### config.mk
export PLATFORM = sky130hd
export DESIGN_NAME = branch_resolver
export DESIGN_NICKNAME = d
export VERILOG_FILES = /design/src/rtl/branch_resolver_pkg.sv /design/src/rtl/branch_resolver_control_decoder.sv /design/src/rtl/branch_resolver.sv
export SDC_FILE = /design/constraint.sdc
export NUM_CORES = 1
export LEC_CHECK = 0
export ABC_AREA = 1
export BUFFER_PORTS_ARGS = -buffer_cell sky130_fd_sc_hd__clkbuf_2
export CORE_UTILIZATION = 25
export DETAILED_ROUTE_END_ITERATION = 8
export GPL_TIMING_DRIVEN = 0
export HOLD_SLACK_MARGIN = 0.02
export PLACE_DENSITY = 0.52
export SKIP_CTS_REPAIR_TIMING = 1
export SYNTH_ARGS = -nofsm -noshare
export SYNTH_HDL_FRONTEND = slang
export SYNTH_SLANG_ARGS = --single-unit
### constraint.sdc
create_clock -name clk -period 5.7 [get_ports clk]
set_clock_uncertainty 0.05 [all_clocks]
set_input_delay 1.14 -clock clk [delete_from_list [all_inputs] [get_ports clk]]
set_output_delay 1.14 -clock clk [all_outputs]
set_load 0.03 [all_outputs]
### src/rtl/branch_resolver_pkg.sv
// Shared widths and opcode/func encodings for the ID-stage branch resolver.
package branch_resolver_pkg;

   localparam int unsigned BR_WORD_SIZE   = 16;
   localparam int unsigned BR_COUNT_WIDTH = 16;

   localparam logic [3:0] OP_BNE   = 4'd0;
   localparam logic [3:0] OP_BEQ   = 4'd1;
   localparam logic [3:0] OP_BGZ   = 4'd2;
   localparam logic [3:0] OP_BLZ   = 4'd3;
   localparam logic [3:0] OP_JMP   = 4'd9;
   localparam logic [3:0] OP_JAL   = 4'd10;
   localparam logic [3:0] OP_RTYPE = 4'd15;

   localparam logic [5:0] FUNC_JPR = 6'd25;
   localparam logic [5:0] FUNC_JRL = 6'd26;

endpackage

### src/rtl/branch_resolver_control_decoder.sv
// Combinational control-flow decode: classifies the ID instruction and
// computes its outcome and target from PC and forwarded operands.
module branch_resolver_control_decoder
   import branch_resolver_pkg::*;
#(
   parameter int unsigned WORD_SIZE = BR_WORD_SIZE
) (
   input  logic [WORD_SIZE-1:0] inst,
   input  logic [WORD_SIZE-1:0] pc,
   input  logic [WORD_SIZE-1:0] rs,
   input  logic [WORD_SIZE-1:0] rt,
   output logic                 is_control,
   output logic                 needs_regs,
   output logic                 taken,
   output logic                 is_link,
   output logic [WORD_SIZE-1:0] target
);

   logic [3:0]           op;
   logic [5:0]           func;
   logic [WORD_SIZE-1:0] pc_inc;
   logic [WORD_SIZE-1:0] br_target;
   logic [WORD_SIZE-1:0] abs_target;

   assign op         = inst[15:12];
   assign func       = inst[5:0];
   assign pc_inc     = pc + WORD_SIZE'(1);
   assign br_target  = pc_inc + {{(WORD_SIZE-8){inst[7]}}, inst[7:0]};
   assign abs_target = {pc[WORD_SIZE-1:12], inst[11:0]};

   always_comb begin
      is_control = 1'b0;
      needs_regs = 1'b0;
      taken      = 1'b0;
      is_link    = 1'b0;
      target     = pc_inc;
      case (op)
         OP_BNE, OP_BEQ, OP_BGZ, OP_BLZ: begin
            is_control = 1'b1;
            needs_regs = 1'b1;
            target     = br_target;
            case (op)
               OP_BNE:  taken = (rs != rt);
               OP_BEQ:  taken = (rs == rt);
               OP_BGZ:  taken = ~rs[WORD_SIZE-1] & (|rs);
               default: taken = rs[WORD_SIZE-1];
            endcase
         end
         OP_JMP, OP_JAL: begin
            is_control = 1'b1;
            taken      = 1'b1;
            is_link    = (op == OP_JAL);
            target     = abs_target;
         end
         OP_RTYPE: begin
            if (func == FUNC_JPR || func == FUNC_JRL) begin
               is_control = 1'b1;
               needs_regs = 1'b1;
               taken      = 1'b1;
               is_link    = (func == FUNC_JRL);
               target     = rs;
            end
         end
         default: ;
      endcase
   end

endmodule

### src/rtl/branch_resolver.sv
// ID-stage branch resolver: IF/ID latch, mispredict redirect, link write
// and saturating branch/miss statistics for the predictor update path.
module branch_resolver
   import branch_resolver_pkg::*;
#(
   parameter int unsigned WORD_SIZE   = BR_WORD_SIZE,
   parameter int unsigned COUNT_WIDTH = BR_COUNT_WIDTH
) (
   input  logic                   clk,
   input  logic                   reset,
   input  logic                   stall,
   input  logic                   if_valid,
   input  logic [WORD_SIZE-1:0]   if_inst,
   input  logic [WORD_SIZE-1:0]   if_inst_addr,
   input  logic [WORD_SIZE-1:0]   if_pred_addr,
   input  logic [WORD_SIZE-1:0]   rs_data,
   input  logic [WORD_SIZE-1:0]   rt_data,
   input  logic                   operands_ready,
   output logic                   jump_decision,
   output logic [WORD_SIZE-1:0]   jump_target,
   output logic [WORD_SIZE-1:0]   next_addr_seq,
   output logic                   ID_nop,
   output logic                   resolve_stall,
   output logic                   redirect,
   output logic [WORD_SIZE-1:0]   redirect_addr,
   output logic                   link_write,
   output logic [WORD_SIZE-1:0]   link_addr,
   output logic [COUNT_WIDTH-1:0] branch_count,
   output logic [COUNT_WIDTH-1:0] miss_count
);

   logic                 id_valid;
   logic [WORD_SIZE-1:0] id_inst;
   logic [WORD_SIZE-1:0] id_pc;
   logic [WORD_SIZE-1:0] id_pred;

   logic                 is_control;
   logic                 needs_regs;
   logic                 taken;
   logic                 is_link;
   logic [WORD_SIZE-1:0] actual_next;
   logic                 adv;

   branch_resolver_control_decoder #(
      .WORD_SIZE (WORD_SIZE)
   ) u_decoder (
      .inst       (id_inst),
      .pc         (id_pc),
      .rs         (rs_data),
      .rt         (rt_data),
      .is_control (is_control),
      .needs_regs (needs_regs),
      .taken      (taken),
      .is_link    (is_link),
      .target     (jump_target)
   );

   // Resolution happens in the same cycle the instruction sits unblocked in ID.
   assign resolve_stall = id_valid & needs_regs & ~operands_ready;
   assign ID_nop        = ~id_valid | resolve_stall | stall;
   assign jump_decision = ~ID_nop & taken;
   assign next_addr_seq = id_pc + WORD_SIZE'(1);
   assign actual_next   = jump_decision ? jump_target : next_addr_seq;
   assign redirect      = ~ID_nop & (actual_next != id_pred);
   assign redirect_addr = actual_next;
   assign link_write    = ~ID_nop & is_link;
   assign link_addr     = next_addr_seq;
   assign adv           = ~stall & ~resolve_stall;

   // IF/ID latch; a redirect inserts one bubble and drops the wrong-path fetch.
   always_ff @(posedge clk) begin
      if (reset) begin
         id_valid <= 1'b0;
         id_inst  <= '0;
         id_pc    <= '0;
         id_pred  <= '0;
      end else if (adv) begin
         if (redirect) begin
            id_valid <= 1'b0;
         end else begin
            id_valid <= if_valid;
            id_inst  <= if_inst;
            id_pc    <= if_inst_addr;
            id_pred  <= if_pred_addr;
         end
      end
   end

   // Saturating statistics, counted only on resolving cycles.
   always_ff @(posedge clk) begin
      if (reset) begin
         branch_count <= '0;
         miss_count   <= '0;
      end else if (~ID_nop) begin
         if (is_control && !(&branch_count)) begin
            branch_count <= branch_count + COUNT_WIDTH'(1);
         end
         if (redirect && !(&miss_count)) begin
            miss_count <= miss_count + COUNT_WIDTH'(1);
         end
      end
   end

endmodule

* Word-level counts from Yosys, hierarchy flattened
Cells that the tools add are included.
** Operators by class
- Order comparisons :: 0
- Eq/ne operators :: 11
- Add/sub/neg operators :: 4
- Divide/modulo/power cells :: 0
- Multiplexer cells :: 11
- Reductions and logical operators :: 15
- Bitwise operators :: 16
- $mul :: 0
- Shift operators :: 0
** Operators with widths (number)
- 16-bit by 1-bit adder with 16-bit output (second input constant) :: 3
- 16-bit case mux with 3 select lines :: 1
- 16-bit 2-to-1 mux :: 2
- 16-bit inequality test :: 2
- 16-bit AND reduction :: 2
- 16-bit adder :: 1
- 16-bit == test :: 1
- 16-bit OR reduction :: 1
- 4-bit == test (second input constant) :: 3
- 6-bit by 5-bit == test with 1-bit output (second input constant) :: 2
- 4-bit by 2-bit == test with 1-bit output (second input constant) :: 2
- 1-bit AND :: 7
- 1-bit NOT :: 7
- 1-bit case mux with 2 select lines :: 3
- 1-bit case mux with 3 select lines :: 2
- 2-bit AND reduction :: 3
- 6-bit OR reduction :: 1
- 4-bit by 1-bit == test with 1-bit output (second input constant) :: 1
- 4-bit logical NOT :: 1
- 4-bit OR reduction :: 1
- 1-bit 2-to-1 mux :: 3
- 1-bit logical AND :: 2
- 1-bit logical NOT :: 2
- 1-bit OR :: 2
- 2 further kinds :: 2
** Storage, ports and cells
- Memories :: 0
- Latch bits :: 0
- Logic and storage cells :: 63
- Input port bits :: 85
- Memory bits (read-only) :: 0
- Bits in registers :: 81
- Output and inout bits :: 101
- Memory bits (writable) :: 0

* Depth between registers and ports, before layout
- Depth after elaboration :: 15
- Gate-level depth with buffers :: 32
- Gate-level depth less buffers :: 31

* By module
A second synthesis with hierarchy kept.
** Unflattened totals
- Cells, all modules :: 1252
- Area, all modules :: 7299.5 um^2
** By module, submodules not included
- branch_resolver :: cells an instance 845, instances 1, area each 5168.7 um^2, seq. area each 1621.6 um^2
- branch_resolver_control_decoder :: cells an instance 407, instances 1, area each 2130.8 um^2, seq. area each 0.0 um^2

* Least setup slack after synthesis
Ideal clock, no wire load.
- Kind :: register to output
- Start point :: register id_pc[0]
- End point :: output redirect
- Path slack :: 0.342 ns
- Arrival :: 4.168 ns
- Cell stages (with the launch flop) :: 27
- Data required time :: 4.510 ns
- Path buffers :: 2
- Cells stage by stage :: dfxtp_1 ha_1 nand2_1 nor2_2 nand3b_1 xor2_1 ha_1 nand2_1 inv_1 nand2_1 nand3_1 inv_1 nand3b_1 nand3_1 nand3b_1 nand3_1 nand2_1 nand2_1 nand2_1 nor2_1 nand2_1 nor2_2 nand2_4 nand2_4 buf_6 buf_6 inv_1
** On the way
- Cells in the longest elaborated chain, start to end :: 6
- Elaborated cells between the ends (all ways) :: 7
- Classes of those cells :: add/sub: 2; eq/ne: 1; mux: 3; bitwise: 1
** RTL lines
- start, declared :: RTL line branch_resolver.sv:34 : logic [WORD_SIZE-1:0] id_pc;
- start signal, assigned :: RTL line branch_resolver.sv:83 : id_pc <= if_inst_addr;
- 16-bit by 1-bit adder with 16-bit output :: RTL line branch_resolver.sv:62 : assign next_addr_seq = id_pc + WORD_SIZE'(1);
- net link_addr[10] :: RTL line branch_resolver.sv:27 : output logic [WORD_SIZE-1:0] link_addr,
- 16-bit adder :: RTL line branch_resolver_control_decoder.sv:28 : assign br_target = pc_inc + {{(WORD_SIZE-8){inst[7]}}, inst[7:0]};
- 16-bit case mux with 3 select lines :: RTL line branch_resolver_control_decoder.sv:37 : case (op)
- net jump_target[11] :: RTL line branch_resolver.sv:20 : output logic [WORD_SIZE-1:0] jump_target,
- 16-bit 2-to-1 mux :: RTL line branch_resolver.sv:63 : assign actual_next = jump_decision ? jump_target : next_addr_seq;
- net redirect_addr[11] :: RTL line branch_resolver.sv:25 : output logic [WORD_SIZE-1:0] redirect_addr,
- 16-bit inequality test :: RTL line branch_resolver.sv:64 : assign redirect = ~ID_nop & (actual_next != id_pred);
- 1-bit AND :: RTL line branch_resolver.sv:64
- end, declared :: RTL line branch_resolver.sv:24 : output logic redirect,
The timed path passes the listed nets, and every way through them passes these cells.

* Worst setup path in the final report
- Start point :: register id_pc[7]
- End point :: output redirect
** On the way
- Cells in the longest elaborated chain, start to end :: 6
- Elaborated cells between the ends (all ways) :: 7
- Classes of those cells :: add/sub: 2; eq/ne: 1; mux: 3; bitwise: 1
** RTL lines (RTL line)
- 16-bit by 1-bit adder with 16-bit output (*) :: branch_resolver_control_decoder.sv:27, branch_resolver.sv:62
- 16-bit adder or 16-bit 2-to-1 mux (tied branches) :: branch_resolver_control_decoder.sv:28, branch_resolver_control_decoder.sv:56
- 16-bit case mux with 3 select lines :: branch_resolver_control_decoder.sv:37
- 16-bit 2-to-1 mux (*) :: branch_resolver.sv:63
- 16-bit inequality test (*) :: branch_resolver.sv:64
- 1-bit AND (*) :: branch_resolver.sv:64
Every way passes the cells marked *; elsewhere a longest branch is shown, timed or not.

==> flow_summary.ini <==
[synth]
yosysWarnings = 0
synth_top_area_share_pct = 22.99
synth_area_mm2 = 0.007054
synth_cell_types = 47
yosys.cell_count.top_type = nand2_1
synthTopCellsByArea = dfxtp_1, nand2_1, nand3_1
synth_seq_cells = 81
synth-edff-count = 0
avgSynthCellArea_um2 = 5.745
synth_top_flop_cell = dfxtp_1
synth_top_area_cell = dfxtp_1
synth_common_cells = nand2_1, inv_1, nand3_1
async_flop_share_pct = 0
yosysSeqAreaShare_pct = 22.99
netlist_instances = 1228
syn_nets = 1335

[route]
wl_per_cell_um = 14.66
via_count = 8280
wl_um = 26630
dr.pass1.iters = 4
drc_errors = 0
vias_per_cell = 4.557
ant_nets = 0
drt_iter0_markers = 409

[floorplanning]
die_area_mm2 = 0.02889
die_w_um = 170.0
core_region_area_mm2 = 0.02778
start_util_pct = 25.39
pin_count = 186
die_y_um = 170.0
floorplan.rows = 61

[worst_hold_path]
min-delay-path-class = register to register

[critical_path]
path_common_cell = nand2_1
cpPeakStageDelay_ns = 0.43
critical-path-slowest-cell = dfxtp_1
startpoint = id_pc[7]
crit_fanout = 19
path_depth = 26
worstPathArrival_ns = 4.22
r2r_slack_ns = 1.48
timing.rr.start = id_pc[7]
critPathRequiredTime_ns = 4.51
end_kind = output port
start_kind = register
cp-endpoint = redirect
critPathKind = register to output port
crit_buf_inv = 5
rr_worst_depth = 27
path_delay_family = simple AND/OR/NAND/NOR gates
rr_endpoint = miss_count[6]

[clock_network]
clkLatencyLatePin_ns = 0.34
clock_path_buffers = 2
tritoncts = yes
cts_sinks = 81
htree_levels = 3
clk_pin_slew_ns = 0.07
cts_buffers = 9
clockRootBuffer = clkbuf_16

[pwr]
vdd_drop_max_v = 0.0001539
totalPowerFinal_w = 0.001925
cellPowerDensity_mw_per_mm2 = 213.7
p_leak_nw = 4.793

[timing]
slew_headroom_pct = 41.41
period_needed_ns = 5.415
final.period_utilization_pct = 94.99
worstMarginPinSlew_ns = 0.8777
fin_setup_tns_ns = 0
setup_viol = 0
finalMaxSlewViolations = 0
fmax_ghz = 0.1847
hold_ws_ns = 0.4131
hold_violations = 0

[grt]
grt-ovfl-total = 0
antenna_found_initial = 8
track_usage_pct = 18.43
grt_max_degree = 15
grt_pass1_vias = 7652
grt_first_pass_wirelength_um = 40920

[cells_and_area]
area_growth_syn_to_layout_pct = 27.70
layout-drive-gt1-share_pct = 23.34
final_nets = 1538
fin_area_mm2 = 0.009009
utilization_pct = 32.43

[place]
dpl.hpwl_um = 21870
gp_congestion = 0.9100
place_area_mm2 = 0.008453
numPortBuffers = 185

[outcome]
status = completed

[flow_run]
max_cap_violations = 0
sequential cells by signal (all words and copies together) (netlist names):
name / flops
branch_count: 16
id_inst: 16
id_pc: 16
id_pred: 16
id_valid: 1
miss_count: 16
worst register-to-register path, delay by kind of cell (launching register included):
family          cells  cell delay (ns)
compound gates      1             0.12
fa+ha+maj           1             0.42
buf+inv             4             0.72
simple gates       21             2.44
flops               1             0.43
stage by stage:
step | setup WS, ns | std cells
floorplan | 0.3422 | 1228
global placement | 0.06433 | 1791
detailed placement | 0.002275 | 1791
CTS | -0.3664 | 1806
global route | -0.01423 | 1813
finish | 0.2853 | 1817
layer usage:
layer,vias up,GRT usage [%],routed length [um]
met5,-,0,39
met4,6,4.700,480
met3,38,5.419,1937
met2,218,31.22,12360
met1,3732,22.66,11820
li1,4286,-,-
layout by cell type, fill, tap and decap left out, types with 5 or more instances in the layout:
master     netlist  final
a21oi_1         95     93
clkbuf_2         0    184
o21ai_1          6      5
inv_2           22     24
nand3b_1        12     12
buf_1            7      7
clkbuf_16        0      9
ha_1            21     16
xor2_1          16     11
nor3_1          14     12
nand2_1        352    348
dfxtp_1         81     76
nor2_2           5      6
inv_1          169    167
buf_2           15     16
clkbuf_1        13     13
nand4_1         27     27
buf_6            6      5
buf_4           18     26
nor2_1         137    133
nand3_1        142    139
xnor2_1          8      8
o21ai_0         14     14
nand2_2         11     15
nand3_2          3      6
power by group:
part	switching (W)	internal (W)	total (W)
registers	0.0000430	0.000597	0.000640
logic	0.000491	0.000234	0.000725
clock network	0.000251	0.000309	0.000560
total	0.000785	0.00114	0.00193
layout make-up:
class,instances,area (um^2)
Timing Repair Buffer,193,985.9
Sequential cell,81,1630
Antenna cell,4,10.01
Buffer,58,341.6
Clock inverter,5,41.29
Fill cell,3265,18770
Inverter,193,724.4
Tap cell,378,473.0
Clock buffer,10,239.0
Multi-Input combinational cell,895,4563
kinds of logic (layout without fill, tap and decap cells):
| family | Yosys count | after routing | share of synthesized area (%) |
|---|---|---|---|
| and+or+nand+nor | 717 | 717 | 44.64 |
| buffers and inverters | 252 | 459 | 15.27 |
| AOI/OAI and AO/OA | 132 | 132 | 10.11 |
| DFF | 81 | 81 | 22.99 |
| xor gates and xnor gates | 24 | 24 | 2.980 |
| adders and majority gates | 22 | 22 | 4.008 |
| other | 0 | 4 | 0 |
how the worst min path moves through the flow:
stage,cells after the start,to,start
2_1_floorplan,2,id_valid,id_valid
3_3_place_gp,2,id_valid,id_valid
3_5_place_dp,2,id_valid,id_valid
4_1_cts,2,id_valid,id_valid
5_1_grt,2,id_valid,id_valid
6_report,2,id_valid,id_valid
(Power assumes the default switching activity.)
